**src/rtl/voice_pkg.sv**
```systemverilog
// Shared types and defaults for the voice allocator and its age tracker.
package voice_pkg;

  localparam int DEF_VOICES = 8;
  localparam int DEF_AGE_W  = 8;

  typedef logic [8:0] key_id_t;

  typedef enum logic [1:0] {
    ST_IDLE   = 2'd0,
    ST_SCAN   = 2'd1,
    ST_COMMIT = 2'd2
  } state_t;

  typedef struct packed {
    key_id_t id;
    logic    pressed;
  } voice_event_t;

endpackage

```
**src/rtl/voice_age_tracker.sv**
```systemverilog
// Per-voice saturating age counters; reports the oldest gated voice
// (largest age, lowest index on tie) for voice stealing.
module voice_age_tracker
  import voice_pkg::*;
#(
  parameter int VOICES = DEF_VOICES,
  parameter int AGE_W  = DEF_AGE_W,
  localparam int IDX_W = (VOICES > 1) ? $clog2(VOICES) : 1
) (
  input  logic              clk,
  input  logic              reset_n,
  input  logic              assign_valid,
  input  logic [IDX_W-1:0]  assign_idx,
  input  logic [VOICES-1:0] gate,
  output logic [IDX_W-1:0]  oldest_idx
);

  logic [AGE_W-1:0] age_q [VOICES];
  logic [AGE_W-1:0] best_age;
  logic             best_vld;

  always_ff @(posedge clk) begin
    if (!reset_n) begin
      for (int i = 0; i < VOICES; i++) age_q[i] <= '0;
    end else if (assign_valid) begin
      for (int i = 0; i < VOICES; i++) begin
        if (IDX_W'(i) == assign_idx) begin
          age_q[i] <= '0;
        end else if (gate[i] && (age_q[i] != '1)) begin
          age_q[i] <= age_q[i] + AGE_W'(1);
        end
      end
    end
  end

  // Strict greater-than keeps the lowest index on equal ages.
  always_comb begin
    oldest_idx = '0;
    best_age   = '0;
    best_vld   = 1'b0;
    for (int i = 0; i < VOICES; i++) begin
      if (gate[i] && (!best_vld || (age_q[i] > best_age))) begin
        oldest_idx = IDX_W'(i);
        best_age   = age_q[i];
        best_vld   = 1'b1;
      end
    end
  end

endmodule

```
**src/rtl/voice_allocator.sv**
```systemverilog
// PS/2 key event to synth voice allocator: IDLE -> SCAN (one voice/cycle) -> COMMIT.
// Define VOICE_STEAL_EN to steal the oldest voice when none is free.
module voice_allocator
  import voice_pkg::*;
#(
  parameter int VOICES = DEF_VOICES,
  parameter int AGE_W  = DEF_AGE_W
) (
  input  logic                   clk,
  input  logic                   reset_n,
  input  logic [10:0]            ps2_key,
  output key_id_t [VOICES-1:0]   voice_key,
  output logic    [VOICES-1:0]   voice_gate,
  output logic    [VOICES-1:0]   voice_trig,
  output logic                   busy,
  output logic    [15:0]         dropped_count,
  output state_t                 dbg_state
);

  localparam int IDX_W = (VOICES > 1) ? $clog2(VOICES) : 1;

  state_t           state;
  logic             toggle_q;
  logic             pend_valid;
  voice_event_t     pend_ev;
  voice_event_t     cur_ev;
  logic [IDX_W-1:0] scan_idx;
  logic [IDX_W-1:0] match_idx;
  logic [IDX_W-1:0] free_idx;
  logic             match_vld;
  logic             free_vld;
  logic [IDX_W-1:0] oldest_idx;

  logic             ev_strobe;
  logic             take;
  logic             overflow;
  logic             commit_assign;
  logic             commit_release;
  logic             commit_drop;
  logic [IDX_W-1:0] commit_idx;
  logic [16:0]      drop_sum;
  logic [15:0]      drop_next;

  assign ev_strobe = ps2_key[10] ^ toggle_q;
  assign take      = (state == ST_IDLE) && pend_valid;
  // The pending slot frees in the same cycle IDLE consumes it.
  assign overflow  = ev_strobe && pend_valid && !take;

  assign busy      = (state != ST_IDLE);
  assign dbg_state = state;

  always_comb begin
    commit_assign  = 1'b0;
    commit_release = 1'b0;
    commit_drop    = 1'b0;
    commit_idx     = match_idx;
    if (state == ST_COMMIT) begin
      if (cur_ev.pressed) begin
        if (match_vld) begin
          commit_assign = 1'b1;
          commit_idx    = match_idx;
        end else if (free_vld) begin
          commit_assign = 1'b1;
          commit_idx    = free_idx;
        end else begin
`ifdef VOICE_STEAL_EN
          commit_assign = 1'b1;
          commit_idx    = oldest_idx;
`else
          commit_drop   = 1'b1;
`endif
        end
      end else if (match_vld) begin
        commit_release = 1'b1;
      end
    end
  end

  always_comb begin
    drop_sum  = {1'b0, dropped_count} + 17'(overflow) + 17'(commit_drop);
    drop_next = drop_sum[16] ? 16'hFFFF : drop_sum[15:0];
  end

  always_ff @(posedge clk) begin
    if (!reset_n) begin
      state         <= ST_IDLE;
      toggle_q      <= ps2_key[10];
      pend_valid    <= 1'b0;
      pend_ev       <= '0;
      cur_ev        <= '0;
      scan_idx      <= '0;
      match_idx     <= '0;
      free_idx      <= '0;
      match_vld     <= 1'b0;
      free_vld      <= 1'b0;
      voice_key     <= '0;
      voice_gate    <= '0;
      voice_trig    <= '0;
      dropped_count <= '0;
    end else begin
      toggle_q      <= ps2_key[10];
      voice_trig    <= '0;
      dropped_count <= drop_next;

      if (ev_strobe && (!pend_valid || take)) begin
        pend_valid <= 1'b1;
        pend_ev    <= '{id: ps2_key[8:0], pressed: ps2_key[9]};
      end else if (take) begin
        pend_valid <= 1'b0;
      end

      case (state)
        ST_IDLE: begin
          if (pend_valid) begin
            cur_ev    <= pend_ev;
            scan_idx  <= '0;
            match_vld <= 1'b0;
            free_vld  <= 1'b0;
            state     <= ST_SCAN;
          end
        end
        ST_SCAN: begin
          if (voice_gate[scan_idx] && (voice_key[scan_idx] == cur_ev.id) && !match_vld) begin
            match_vld <= 1'b1;
            match_idx <= scan_idx;
          end
          if (!voice_gate[scan_idx] && !free_vld) begin
            free_vld <= 1'b1;
            free_idx <= scan_idx;
          end
          if (scan_idx == IDX_W'(VOICES - 1)) begin
            state <= ST_COMMIT;
          end else begin
            scan_idx <= scan_idx + IDX_W'(1);
          end
        end
        ST_COMMIT: begin
          if (commit_assign) begin
            voice_key[commit_idx]  <= cur_ev.id;
            voice_gate[commit_idx] <= 1'b1;
            voice_trig[commit_idx] <= 1'b1;
          end
          if (commit_release) begin
            voice_gate[commit_idx] <= 1'b0;
          end
          state <= ST_IDLE;
        end
        default: state <= ST_IDLE;
      endcase
    end
  end

  voice_age_tracker #(
    .VOICES (VOICES),
    .AGE_W  (AGE_W)
  ) u_age (
    .clk          (clk),
    .reset_n      (reset_n),
    .assign_valid (commit_assign),
    .assign_idx   (commit_idx),
    .gate         (voice_gate),
    .oldest_idx   (oldest_idx)
  );

`ifndef VOICE_STEAL_EN
  logic unused_oldest;
  assign unused_oldest = ^oldest_idx;
`endif

endmodule

```
**config.mk**
```make
export PLATFORM = sky130hd
export DESIGN_NAME = voice_allocator
export DESIGN_NICKNAME = d
export VERILOG_FILES = /design/src/rtl/voice_pkg.sv /design/src/rtl/voice_age_tracker.sv /design/src/rtl/voice_allocator.sv
export SDC_FILE = /design/constraint.sdc
export NUM_CORES = 1
export LEC_CHECK = 0
export BUFFER_PORTS_ARGS = -buffer_cell sky130_fd_sc_hd__buf_2
export CAP_MARGIN = 5
export CORE_ASPECT_RATIO = 0.7
export CORE_MARGIN = 2
export CORE_UTILIZATION = 30
export CTS_BUF_LIST = sky130_fd_sc_hd__clkbuf_8
export CTS_CLUSTER_SIZE = 28
export DETAILED_ROUTE_END_ITERATION = 7
export PLACE_DENSITY = 0.56
export SLEW_MARGIN = 30
export SYNTH_ARGS = -nofsm -noshare
export SYNTH_HDL_FRONTEND = slang
export SYNTH_HIERARCHICAL = 1
export SYNTH_SLANG_ARGS = --single-unit
```
**constraint.sdc**
```tcl
create_clock -name clk -period 2.55 [get_ports clk]
set_input_delay 0.255 -clock clk [delete_from_list [all_inputs] [get_ports clk]]
set_output_delay 0.255 -clock clk [all_outputs]
set_load 0.05 [all_outputs]
```
* After elaboration in Yosys (flattened, before gate mapping)
Cells that the tools add are included.
Storage, ports and cells: register bits after elaboration 139, bits of input ports 13, output and inout port bits 107
Operators by class: add/subtract/negate cells 3, $lt $le $gt $ge 3, equality and inequality tests 9, multiplexer cells 42, bitwise logic cells 4, reduce and logical (&&, ||, !) cells 27
Operators by type and width (number):
- 72-bit bitwise mux | 1
- 8-bit 2-to-1 mux | 4
- 9-bit binary-select mux with 3-bit select | 1
- 9-bit demux with 3-bit select | 1
- 1-bit 2-to-1 mux | 18
- 3-bit 2-to-1 mux | 6
- 9-bit 2-to-1 mux | 2
- 16-bit by 1-bit adder with 17-bit output | 1
- 17-bit by 1-bit adder with 17-bit output | 1
- 16-bit 2-to-1 mux | 1
- 3-bit AND reduction | 4
- 2-bit != test (second input constant) | 5
- 2-bit AND reduction | 5
- 9-bit equality test | 1
- 8-bit AND | 1
- 1-bit logical AND | 8
- 3-bit by 4-bit less-than comparator with 1-bit output (second input constant) | 2
- 8-bit NOT | 1
- 8-bit bitwise OR | 1
- 3-bit case mux with 2 select lines | 1
- 2-bit nonzero test | 3
- 1-bit logical NOT | 5
- 2-bit 2-to-1 mux | 2
- 1-bit case mux with 2 select lines | 2
- other kinds (11) | 11

* Depth between registers and ports, before layout
Gate-level depths: netlist of the first run.
depth in word-level cells 14, gate-level depth with buffers 13

* Least setup slack after synthesis of the first run
OpenSTA, ideal clock, no wires.
kind flip-flop to flip-flop, start register state[0], in the netlist dbg_state[0], end register dropped_count[10], setup time 70 ps, data arrival time 3056 ps, setup slack -576 ps, stages on the path, launching flop included 14, path buffers 2, cells stage by stage dfxtp_1 nor2_1 inv_1 nand3_1 fa_1 inv_1 ha_1 inv_1 nor3_1 and2_1 clkbuf_1 nand3_1 clkbuf_1 a21oi_1
Between the ends: cells in the longest elaborated chain, start to end 7, elaborated cells between the ends (all ways) 9, classes of those cells add/sub (2); eq/ne (1); mux (2); reduce/logical (4)
Ends and longest elaborated chain:
- from (decl) | RTL line voice_allocator.sv:22 | state_t state;
- from (signal assigned) | RTL line voice_allocator.sv:86 | state <= ST_IDLE;
- from (signal assigned) | RTL line voice_allocator.sv:119 | state <= ST_SCAN;
- from (signal assigned) | RTL line voice_allocator.sv:132 | state <= ST_COMMIT;
- 2-bit logical NOT | RTL line voice_allocator.sv:45 | assign take = (state == ST_IDLE) && pend_valid;
- 1-bit logical AND | RTL line voice_allocator.sv:45
- 1-bit logical NOT | RTL line voice_allocator.sv:47 | assign overflow = ev_strobe && pend_valid && !take;
- 1-bit logical AND | RTL line voice_allocator.sv:47
- 16-bit by 1-bit adder with 17-bit output | RTL line voice_allocator.sv:80 | drop_sum = {1'b0, dropped_count} + 17'(overflow) + 17'(commit_drop);
- 17-bit by 1-bit adder with 17-bit output * | RTL line voice_allocator.sv:80
- 16-bit 2-to-1 mux * | RTL line voice_allocator.sv:81 | drop_next = drop_sum[16] ? 16'hFFFF : drop_sum[15:0];
- to (signal assigned) | RTL line voice_allocator.sv:103 | dropped_count <= drop_next;
- to (decl) | RTL line voice_allocator.sv:16 | output logic [15:0] dropped_count,
Mark *: on every way between the ends. The rest lies on a longest branch, timed or not. A chain may end at the register's enable or synchronous reset.

* Final worst setup path of the first run
start register free_vld, end register voice_key[15] (netlist name)
Between the ends: cells in the longest elaborated chain, start to end 9, elaborated cells between the ends (all ways) 15, classes of those cells order compare (2); mux (11); reduce/logical (2)
Ends and longest elaborated chain:
- from (decl) | RTL line voice_allocator.sv:31 | logic free_vld;
- from (signal assigned) | RTL line voice_allocator.sv:95 | free_vld <= 1'b0;
- from (signal assigned) | RTL line voice_allocator.sv:118 | free_vld <= 1'b0;
- from (signal assigned) | RTL line voice_allocator.sv:128 | free_vld <= 1'b1;
- 3-bit 2-to-1 mux | RTL line voice_allocator.sv:62 | end else if (free_vld) begin
- 3-bit 2-to-1 mux | RTL line voice_allocator.sv:59 | if (match_vld) begin
- 3-bit 2-to-1 mux | RTL line voice_allocator.sv:58 | if (cur_ev.pressed) begin
- 3-bit 2-to-1 mux | RTL line voice_allocator.sv:57 | if (state == ST_COMMIT) begin
- 3-bit by 4-bit less-than comparator with 1-bit output (implied by the code) / 3-bit by 1-bit greater-or-equal comparator with 1-bit output (equally long branches) | RTL line voice_allocator.sv:139 | voice_key[commit_idx] <= cur_ev.id;
- 1-bit logical AND (implied by the code) | RTL line voice_allocator.sv:139
- 9-bit 2-to-1 mux (implied by the code) | RTL line voice_allocator.sv:139
- 9-bit demux with 3-bit select | RTL line voice_allocator.sv:139
- 72-bit bitwise mux | RTL line voice_allocator.sv:139
- to (signal, indexed assignment) | RTL line voice_allocator.sv:139
- to (decl) | RTL line voice_allocator.sv:12 | output key_id_t [VOICES-1:0] voice_key,
Several ways; a longest one is shown, not always the timed one.

==> results of run 1 <==
state kept, by name (all words and copies together) (netlist names), named ones only:
name,count
dbg_state,2
match_idx,3
match_vld,1
dropped_count,16
cur_ev,10
scan_idx,3
voice_gate,1
free_vld,1
toggle_q,1
voice_key,72
free_idx,3
pend_ev,10
pend_valid,1
voice_trig,8
cells by family (layout without fill, tap and decap cells):
family	count (synthesis)	after routing	synth area share, %
and+or+nand+nor	210	210	15.1
DFF	139	139	45.7
AOI/OAI and AO/OA	126	126	11.4
muxes	82	82	18.0
buffers and inverters	58	192	5.86
xor gates and xnor gates	21	21	3.02
adders and majority gates	4	4	0.945
metal layers:
layer | routed length [µm] | vias up | global-route usage [%]
met3 | 1320 | 14 | 4.70
met2 | 7680 | 159 | 25.6
li1 | - | 2464 | -
met5 | 0 | - | 0
met4 | 159 | 0 | 4.52
met1 | 8840 | 2425 | 24.9
power by group through the flow:
stage / sequential [mW] / clock (mW) / combinational, mW
6_report: 2.21 / 2.01 / 0.243
5_1_grt: 2.22 / 2.15 / 0.269
4_1_cts: 2.21 / 2.04 / 0.246
3_5_place_dp: 2.26 / 0 / 0.244
3_3_place_gp: 2.26 / 0 / 0.244
2_1_floorplan: 2.26 / 0 / 0.170
timing repair:
item                                    4_1_cts  5_1_grt
hold buffers                                  1        0
gates resized for setup                       0        3
endpoints found under the setup margin        0       14
hold endpoints to repair                      1        0
worst reg2reg max path: stages, from the launching register on:
cell and delay (ns):
dfxtp_1 0.33, buf_4 0.14, nor2b_1 0.18, and3_1 0.34
mux2i_1 0.19, buf_4 0.20, nor2_1 0.60, nand2_1 0.14
a21oi_1 0.16
layout by cell type, fill, tap and decap left out, drive strengths merged:
| cell | Yosys | routed |
|---|---|---|
| ha | 3 | 3 |
| nor3b | 2 | 2 |
| xor2 | 16 | 16 |
| inv | 9 | 12 |
| and3 | 6 | 6 |
| a31oi | 2 | 2 |
| o221a | 7 | 7 |
| nor3 | 11 | 11 |
| nand2 | 70 | 70 |
| and4 | 1 | 1 |
| bufinv | 0 | 4 |
| fa | 1 | 1 |
| xnor2 | 5 | 5 |
| mux4 | 20 | 20 |
| dlygate4sd3 | 0 | 1 |
| or2 | 4 | 4 |
| nor2 | 78 | 78 |
| buf | 15 | 150 |
| nand2b | 5 | 5 |
| clkbuf | 34 | 17 |
| o21ai | 43 | 43 |
| dfxtp | 139 | 139 |
| a22oi | 2 | 2 |
| nand4 | 5 | 5 |
| o31ai | 4 | 4 |
| clkinvlp | 0 | 2 |
| mux2 | 1 | 1 |
| a21oi | 68 | 68 |
| nand3b | 1 | 1 |
| mux2i | 61 | 61 |
| or3 | 2 | 2 |
| and2 | 2 | 2 |
| nor2b | 6 | 6 |
| clkinv | 0 | 6 |
| nand3 | 17 | 17 |
path summary, 6_finish.rpt:
| check | start | to | slack [ns] | cells after the start |
|---|---|---|---|---|
| max | free_vld | voice_key[15] | 0.20 | 8 |
| min | ps2_key[8] | pend_ev[9] | 0.02 | 3 |
| max reg2reg | free_vld | voice_key[15] | 0.20 | 8 |
| min reg2reg | pend_ev[3] | cur_ev[3] | 0.45 | 2 |
metrics by stage:
| stage | util (%) | setup slack (ns) |
|---|---|---|
| 2_1_floorplan | - | 0.0168 |
| 3_3_place_gp | 35.2 | 0.128 |
| 3_5_place_dp | 35.2 | 0.0616 |
| 4_1_cts | 37.4 | 0.100 |
| 5_1_grt | 37.5 | -0.0272 |
| 6_report | 37.5 | 0.201 |
area by class of cell:
class | instances | area [µm²]
clock buffers | 17 | 234
multi-input cells | 443 | 2970
flip-flops and latches | 139 | 2790
inverters | 9 | 35.0
clock inverters | 15 | 198
repair buffers | 151 | 876
fillers | 2039 | 12400
well taps | 270 | 338
==> impl_metrics.yaml, run 1 <==
timing:
  final-hold-violation-count: 0
  post-route-period-util_pct: 92.1
  fin_tns_setup_ns: 0
  fin_worst_skew_ns: 0.0173
  clock.fmax_mhz: 426
  setup-violations-final: 0
  period_needed_ns: 2.35
  worstMarginPinSlew_ns: 0.791
  slew_viol_final: 0
  slew_headroom_pct: 47.1
  whs_ns: 0.0245
power:
  switchingPower_mw: 1.11
  total_power_mw: 4.46
  swShare_pct: 25.0
  pwr_density_cell_nw_per_um2: 599
  p_comb_share_pct: 5.5
  cell_internal_pwr_mw: 3.35
  seqPwrFrac_pct: 49.6
  peakVddDrop_mv: 0.264
  p_clk_share_pct: 45.0
  p_leak_nw: 3.28
worst_setup_path:
  crit_slowest_cell: "nor2_1"
  path_buf_inv: 2
  critical_path_required_ns: 2.94
  max_stage_delay_ns: 0.60
  worst-setup-path-type: "reg2reg"
  critPathTopFamily: "simple AND/OR/NAND/NOR gates"
  cp-end-kind: "flop"
  startpoint_type: "flop"
  cpMostUsedCell: "buf_4"
  crit_fanout: 9
  crit_chain: "buf_4, nor2b_1, and3_1, mux2i_1, buf_4, nor2_1, nand2_1, a21oi_1"
  crit_arrival_ns: 2.73
drt:
  drt_first_pass_iters: 5
  routed_via_density: 4.85
  first_iter_violations: 464
  ant_nets: 0
  routed_wirelength_um: 18000
  wl_per_cell_um: 17.2
  routed-via-count: 5062
  drc: 0
cts:
  htreeDepth: 4
  clk_pin_slew_worst_paths_ns: 0.08
  cts_buffer_depth: 2
  cts_made_buffers: 17
  cts_setup_buffers: 0
  tritoncts: "done"
  cts_num_sinks: 139
  clock-root-buffer: "clkbuf_8"
  insertion_delay_ns: 0.46
synthesis:
  synth_top_area_share_pct: 45.7
  syn_nets: 657
  ys_warn_count: 6
  yosysMostFrequentCell: "dfxtp_1"
  syn_avg_cell_area_um2: 9.51
  synth_common_cells: "dfxtp_1 (139), nor2_1 (78), nand2_1 (70), a21oi_1 (68), mux2i_1 (60)"
  ys_seq_elements: 139
  syn_inst: 640
  ys_async_sr_fraction_pct: 0
  syn_area_um2: 6090
  yosysSeqAreaShare_pct: 45.7
  ys.flop_type: "dfxtp_1"
  synth_area_leaders: "dfxtp_1 (46%), mux2i_1 (9.9%), a21oi_1 (5.6%), mux4_2 (5.5%), nor2_1 (4.8%)"
  synth_edf_count: 0
  yosys.area.top_type: "dfxtp_1"
  post_synth_num_cell_types: 41
place:
  io_buffers: 119
  place_area_um2: 6980
  placed_cells: 1011
  gp_congestion: 0.826
  dpl.hpwl_um: 12700
global_route:
  grt.overflow.total: 0
  grt_pass1_wl_um: 28200
  grt_pass1_vias: 4855
  grt_max_degree: 69
  antenna_found_initial: 0
  grt_util_all_layers_pct: 17.3
final_layout:
  area_delta_synth_final_pct: 22.2
  finalNonFillerCells: 1044
  fin_area_um2: 7440
  drive_gt1_share_pct: 28.3
  n_antenna_cell: 0
  final_nets: 778
status:
  status: "finished, final reports clean"
floorplanning:
  rows: 43
  pin_count: 120
  die_x_um: 174
  start_util_pct: 30.7
  dieArea_um2: 21500
  fp.dieH_um: 123
  core_area_um2: 19900
run:
  drv_cap: 0
min_path:
  worstHoldPathType: "in2reg"
Power figures use the tool's default switching activity.
==> run 2, diff against run 1 <==
==> constraint.sdc (replaced) <==
create_clock -name clk -period 2.55 [get_ports clk]
set_input_delay 0.6375 -clock clk [delete_from_list [all_inputs] [get_ports clk]]
set_output_delay 0.6375 -clock clk [all_outputs]
set_load 0.05 [all_outputs]
==> run 2 against run 1 <==
Net effect:
- sequential share of layout area decreased by 0.26 points
- core utilization increased by 0.26 points
- count of clock-buffer cells in the layout increased by 2
- die area unchanged
- sequential power about the same
- global-route usage increased by 0.33 points
- register-to-register slack improved by 0.02 ns
- first-iteration DRC count decreased by 26%
- critical path type unchanged
==> impl_metrics.yaml, run 2 (synthesized netlist as in run 1, its figures left out) <==
place:
  dpl.hpwl_um: 12700
  gp_congestion: 0.817
  io_buffers: 119
  placed_cells: 1015
timing:
  fin_worst_skew_ns: 0.0154
  setup-violations-final: 0
  clock.fmax_mhz: 429
  final-hold-violation-count: 0
  slew_viol_final: 0
  rsz0062_at_grt: "false"
  whs_ns: 0.339
  post-route-period-util_pct: 91.4
  worstMarginPinSlew_ns: 0.701
  slew_headroom_pct: 53.1
  period_needed_ns: 2.33
final_layout:
  final_common_cell: "dfxtp_1"
  fillCellCount: 2027
  n_antenna_cell: 0
  top_regs: "voice_key (72), dropped_count (16)"
  final_nets: 781
  area_delta_synth_final_pct: 23.1
  drive_gt1_share_pct: 28.7
  finalNonFillerCells: 1047
  largest-register: "voice_key"
  multi_input_area_um2: 2970
  final_util_pct: 37.7
  final_cell_mix: "dfxtp_1 (137), buf_2 (119), nor2_1 (77)"
  largest_reg_flops: 72
  regArea_um2: 2790
power:
  p_leak_nw: 3.29
  total_power_mw: 4.50
  peakVddDrop_mv: 0.239
  pwr_density_cell_nw_per_um2: 601
worst_setup_path:
  crit_chain: "nor2b_2, nand3_1, fa_1, inv_1, ha_1, inv_1, nor3_1, and2_1, buf_4, nand3b_1, o21ai_0, nor2_1"
  worst-setup-path-type: "reg2reg"
  regToRegSetupSlack_ns: 0.22
  crit_slowest_cell: "fa_1"
  r2r-start: "dbg_state[1]"
  cp-end-kind: "flop"
  max_stage_delay_ns: 0.42
  startpoint_type: "flop"
  rr_endpoint: "dropped_count[12]"
  rr_worst_depth: 12
  critical_path_required_ns: 2.90
  crit_fanout: 5
  crit_arrival_ns: 2.68
  cpMostUsedCell: "inv_1"
drt:
  ant_nets: 0
  drt_first_pass_iters: 5
  routed-via-count: 5126
  wl_per_cell_um: 17.3
  routed_wirelength_um: 18100
  routed_via_density: 4.90
  drc: 0
  first_iter_violations: 344
global_route:
  grt_pass1_vias: 5017
  antenna_found_initial: 0
  grt_max_degree: 62
  grt.overflow.total: 0
  grt_pass1_wl_um: 28800
  grt_util_all_layers_pct: 17.7
cts:
  insertion_delay_ns: 0.45
  clk_pin_slew_worst_paths_ns: 0.09
  clock-root-buffer: "clkbuf_8"
  cts_buffer_depth: 2
  cts_num_sinks: 139
  tritoncts: "done"
  cts_hold_buffers: 0
  htreeDepth: 4
  cts_made_buffers: 17
floorplanning:
  dieArea_um2: 21500
  fp.dieH_um: 123
  rows: 43
  pin_count: 120
  core_area_um2: 19900
  start_util_pct: 30.7
  die_x_um: 174
min_path:
  hp-start: "ps2_key[10]"
  worstHoldPathType: "in2reg"
  hold_depth: 1
  hold-path-endpoint: "toggle_q"
run:
  drv_cap: 0
status:
  status: "finished, final reports clean"
==> run 2: critical path: cells and delay by family, from the launching register on <==
kind | cells | cell delay, ns
buf+inv | 3 | 0.30
flops | 1 | 0.36
compound gates | 1 | 0.08
fa+ha+maj | 2 | 0.59
simple gates | 6 | 0.90
==> run 2: power by group <==
part | switching, mW | internal [mW]
Sequential | 0.0250 | 2.19
Combinational | 0.152 | 0.0875
Clock | 0.921 | 1.13
Total | 1.10 | 3.41
==> run 2: what timing repair did <==
item,in CTS,in global routing
resized for setup,0,2
setup endpoints to repair,0,16
setup buffers,0,0
==> run 2: how the worst max path moves through the flow <==
stage,start,end,slack (ns),cells after the start
floorplan,ps2_key[10],dropped_count[10],0.004,12
global placement,ps2_key[10],dropped_count[0],-0.19,11
detailed placement,ps2_key[10],dropped_count[13],-0.26,11
CTS,dbg_state[1],dropped_count[13],0.13,10
global route,toggle_q,dropped_count[12],0.005,12
finish,dbg_state[1],dropped_count[12],0.22,12
==> run 2: area by class of cell <==
type	instances	area share [%]
inverter	9	0.468
timing repair buffer	154	12.1
clock buffer	19	3.49
multi-input combinational	443	39.7
sequential	139	37.2
tap	270	4.51
clock inverter	13	2.52
==> run 2: per-layer routing <==
layer  GRT usage [%]  up-vias  share of wire (%)
met3            3.26       16                5.5
met1            26.0     2475                 50
met2            25.6      161                 43
met4            6.46        0                1.3
met5               0        -                  0
li1                -     2474                  -
==> run 2: metrics by stage <==
stage / instance area [µm²] / TNS (ns) / setup slack, ns
6_report: 7490 / 0 / 0.219
5_1_grt: 7490 / 0 / 0.00517
4_1_cts: 7480 / 0 / 0.131
3_5_place_dp: 7030 / -3.55 / -0.261
3_3_place_gp: 7030 / -2.47 / -0.188
2_1_floorplan: 6120 / 0 / 0.00415
==> run 3, diff against run 2 <==
Settings changed: BUFFER_PORTS_ARGS -buffer_cell sky130_fd_sc_hd__buf_2 to -buffer_cell sky130_fd_sc_hd__buf_4, SYNTH_HIERARCHICAL 1 to not set.
==> run 3 against run 2 <==
Net effect:
- sequential cell count stayed put
- combinational power hardly changed
- worst hold slack worse by 0.0094 ns
- worst setup slack worse by 0.018 ns
- power is 3.5% lower
- sequential share of layout area is 1.0 points lower
- global-route usage is 0.36 points lower
- clock power is 8% lower
- first-iteration DRC count is 9.0% higher
- critical endpoint is now match_idx[1]
- largest cell class unchanged
==> impl_metrics.yaml, run 3 <==
place:
  io_buffers: 119
  placed_cells: 1010
  dp_slack_ns: -0.327
  dpl.hpwl_um: 12700
  gp_congestion: 0.833
synthesis:
  ys_warn_count: 0
  syn_avg_cell_area_um2: 9.51
  syn_inst: 640
  synth_edf_count: 0
  yosys.area.top_type: "dfxtp_1"
  synth_top_area_share_pct: 45.7
  syn_nets: 657
  synth_area_leaders: "dfxtp_1 (46%), mux2i_1 (9.9%), a21oi_1 (5.6%), mux4_2 (5.5%), nor2_1 (4.8%)"
  synth_common_cells: "dfxtp_1 (139), nor2_1 (78), nand2_1 (70), a21oi_1 (68), mux2i_1 (60)"
  ys_seq_elements: 139
  ys_async_sr_fraction_pct: 0
  ys.flop_type: "dfxtp_1"
  yosysMostFrequentCell: "dfxtp_1"
  syn_area_um2: 6090
  post_synth_num_cell_types: 41
  yosysSeqAreaShare_pct: 45.7
power:
  p_clk_share_pct: 43.4
  swShare_pct: 24.2
  switchingPower_mw: 1.05
  peakVddDrop_mv: 0.303
  cell_internal_pwr_mw: 3.29
  pwr_density_cell_nw_per_um2: 564
  p_comb_share_pct: 5.4
  seqPwrFrac_pct: 51.2
  p_leak_nw: 3.26
  total_power_mw: 4.34
worst_setup_path:
  cp-end-kind: "flop"
  crit_arrival_ns: 2.67
  crit_fanout: 12
  worst-setup-path-type: "reg2reg"
  max_stage_delay_ns: 0.52
  startpoint_type: "flop"
  path_buf_inv: 1
  crit_chain: "buf_12, mux4_2, mux2i_1, xor2_1, nand4_1, o31ai_1, a21oi_1"
  crit_slowest_cell: "mux4_2"
  critical_path_required_ns: 2.87
  critPathTopFamily: "multiplexers"
final_layout:
  fillCellCount: 2014
  final_common_cell: "buf_4"
  final_cell_mix: "buf_4 (146), dfxtp_1 (137), nor2_1 (78)"
  largest-register: "voice_key"
  area_delta_synth_final_pct: 26.6
  n_antenna_cell: 0
  drive_gt1_share_pct: 28.4
  final_nets: 776
  largest_reg_flops: 72
  top_regs: "voice_key (72), dropped_count (16)"
  finalNonFillerCells: 1041
global_route:
  antenna_found_initial: 0
  grt_pass1_vias: 4750
  grt_util_all_layers_pct: 17.3
  grt_max_degree: 52
  grt_pass1_wl_um: 28000
  grt.overflow.total: 0
cts:
  htreeDepth: 4
  cts_buffer_depth: 2
  cts_made_buffers: 17
  clk_pin_slew_worst_paths_ns: 0.08
  cts_setup_buffers: 0
  tritoncts: "done"
  cts_hold_buffers: 0
  cts_num_sinks: 139
  post_cts_resized: 0
  clock-root-buffer: "clkbuf_8"
  insertion_delay_ns: 0.45
floorplanning:
  start_util_pct: 30.7
  fp.dieH_um: 123
  rows: 43
  die_x_um: 174
  pin_count: 120
  dieArea_um2: 21500
  core_area_um2: 19900
drt:
  routed_wirelength_um: 18100
  routed-via-count: 5022
  drc: 0
  wl_per_cell_um: 17.4
  first_iter_violations: 375
  ant_nets: 0
  routed_via_density: 4.82
  drt_first_pass_iters: 5
status:
  status: "finished, final reports clean"
timing:
  slew_headroom_pct: 44.7
  setup-violations-final: 0
  clock.fmax_mhz: 426
  fin_worst_skew_ns: 0.0186
  fin_tns_setup_ns: 0
  layout_setup_ws_ns: 0.200
  post-route-period-util_pct: 92.1
  period_needed_ns: 2.35
  slew_viol_final: 0
  worstMarginPinSlew_ns: 0.827
  whs_ns: 0.330
  rsz0062_at_grt: "false"
  final-hold-violation-count: 0
run:
  drv_cap: 0
min_path:
  worstHoldPathType: "in2reg"
==> run 3: cell counts after synthesis <==
Identical to the previous run, type by type.
==> run 3: worst register-to-register path, cell delays in order, from the launching register on <==
cell,delay [ns]
dfxtp_1,0.50
buf_12,0.21
mux4_2,0.53
mux2i_1,0.19
xor2_1,0.25
nand4_1,0.21
o31ai_1,0.25
a21oi_1,0.09
==> run 3: final cells by class <==
type,count,area [µm²],area share [%]
clock buffer,19,262,3.39
multi-input combinational,443,2980,38.7
timing repair buffer,149,1160,15.0
inverter,9,35.0,0.454
sequential,139,2790,36.2
tap,270,338,4.38
clock inverter,12,148,1.92
==> run 3: cell families (layout without fill, tap and decap cells) <==
group,count (synthesis),in the layout,synth area share [%]
xor+xnor,21,21,3.02
simple gates,210,210,15.1
mux,82,82,18.0
buf+inv,58,189,5.86
flops,139,139,45.7
compound gates,126,126,11.4
fa+ha+maj,4,4,0.945
==> run 3: layer usage <==
metal  share of wire, %  up-vias  global-route usage, %  wire length [µm]
met5                  0        -                      0                 0
met4               0.80        0                   4.15               145
met3                6.3       10                   4.95              1140
met2                 43      154                   24.8              7740
met1                 50     2399                   25.4              9120
li1                   -     2459                      -                 -
==> run 3: path summary, 6_finish.rpt <==
path	startpoint	endpoint	slack, ns	depth (start not counted)
worst min-delay path	ps2_key[10]	toggle_q	0.33	1
worst min register to register	pend_ev[2]	cur_ev[2]	0.45	2
worst max-delay path	scan_idx[0]	match_idx[1]	0.20	7
worst max register to register	scan_idx[0]	match_idx[1]	0.20	7
==> run 3: power by group through the flow <==
stage | registers (mW) | logic [mW] | clock network [mW]
global route | 2.23 | 0.259 | 2.03
global placement | 2.28 | 0.237 | 0
finish | 2.22 | 0.236 | 1.88
detailed placement | 2.28 | 0.237 | 0
CTS | 2.22 | 0.238 | 1.94
floorplan | 2.27 | 0.170 | 0
==> run 3: per-stage QoR <==
stage | util, % | instance area, µm²
global route | 38.8 | 7710
CTS | 38.7 | 7690
finish | 38.8 | 7710
detailed placement | 36.7 | 7280
global placement | 36.7 | 7280
floorplan | - | 6120
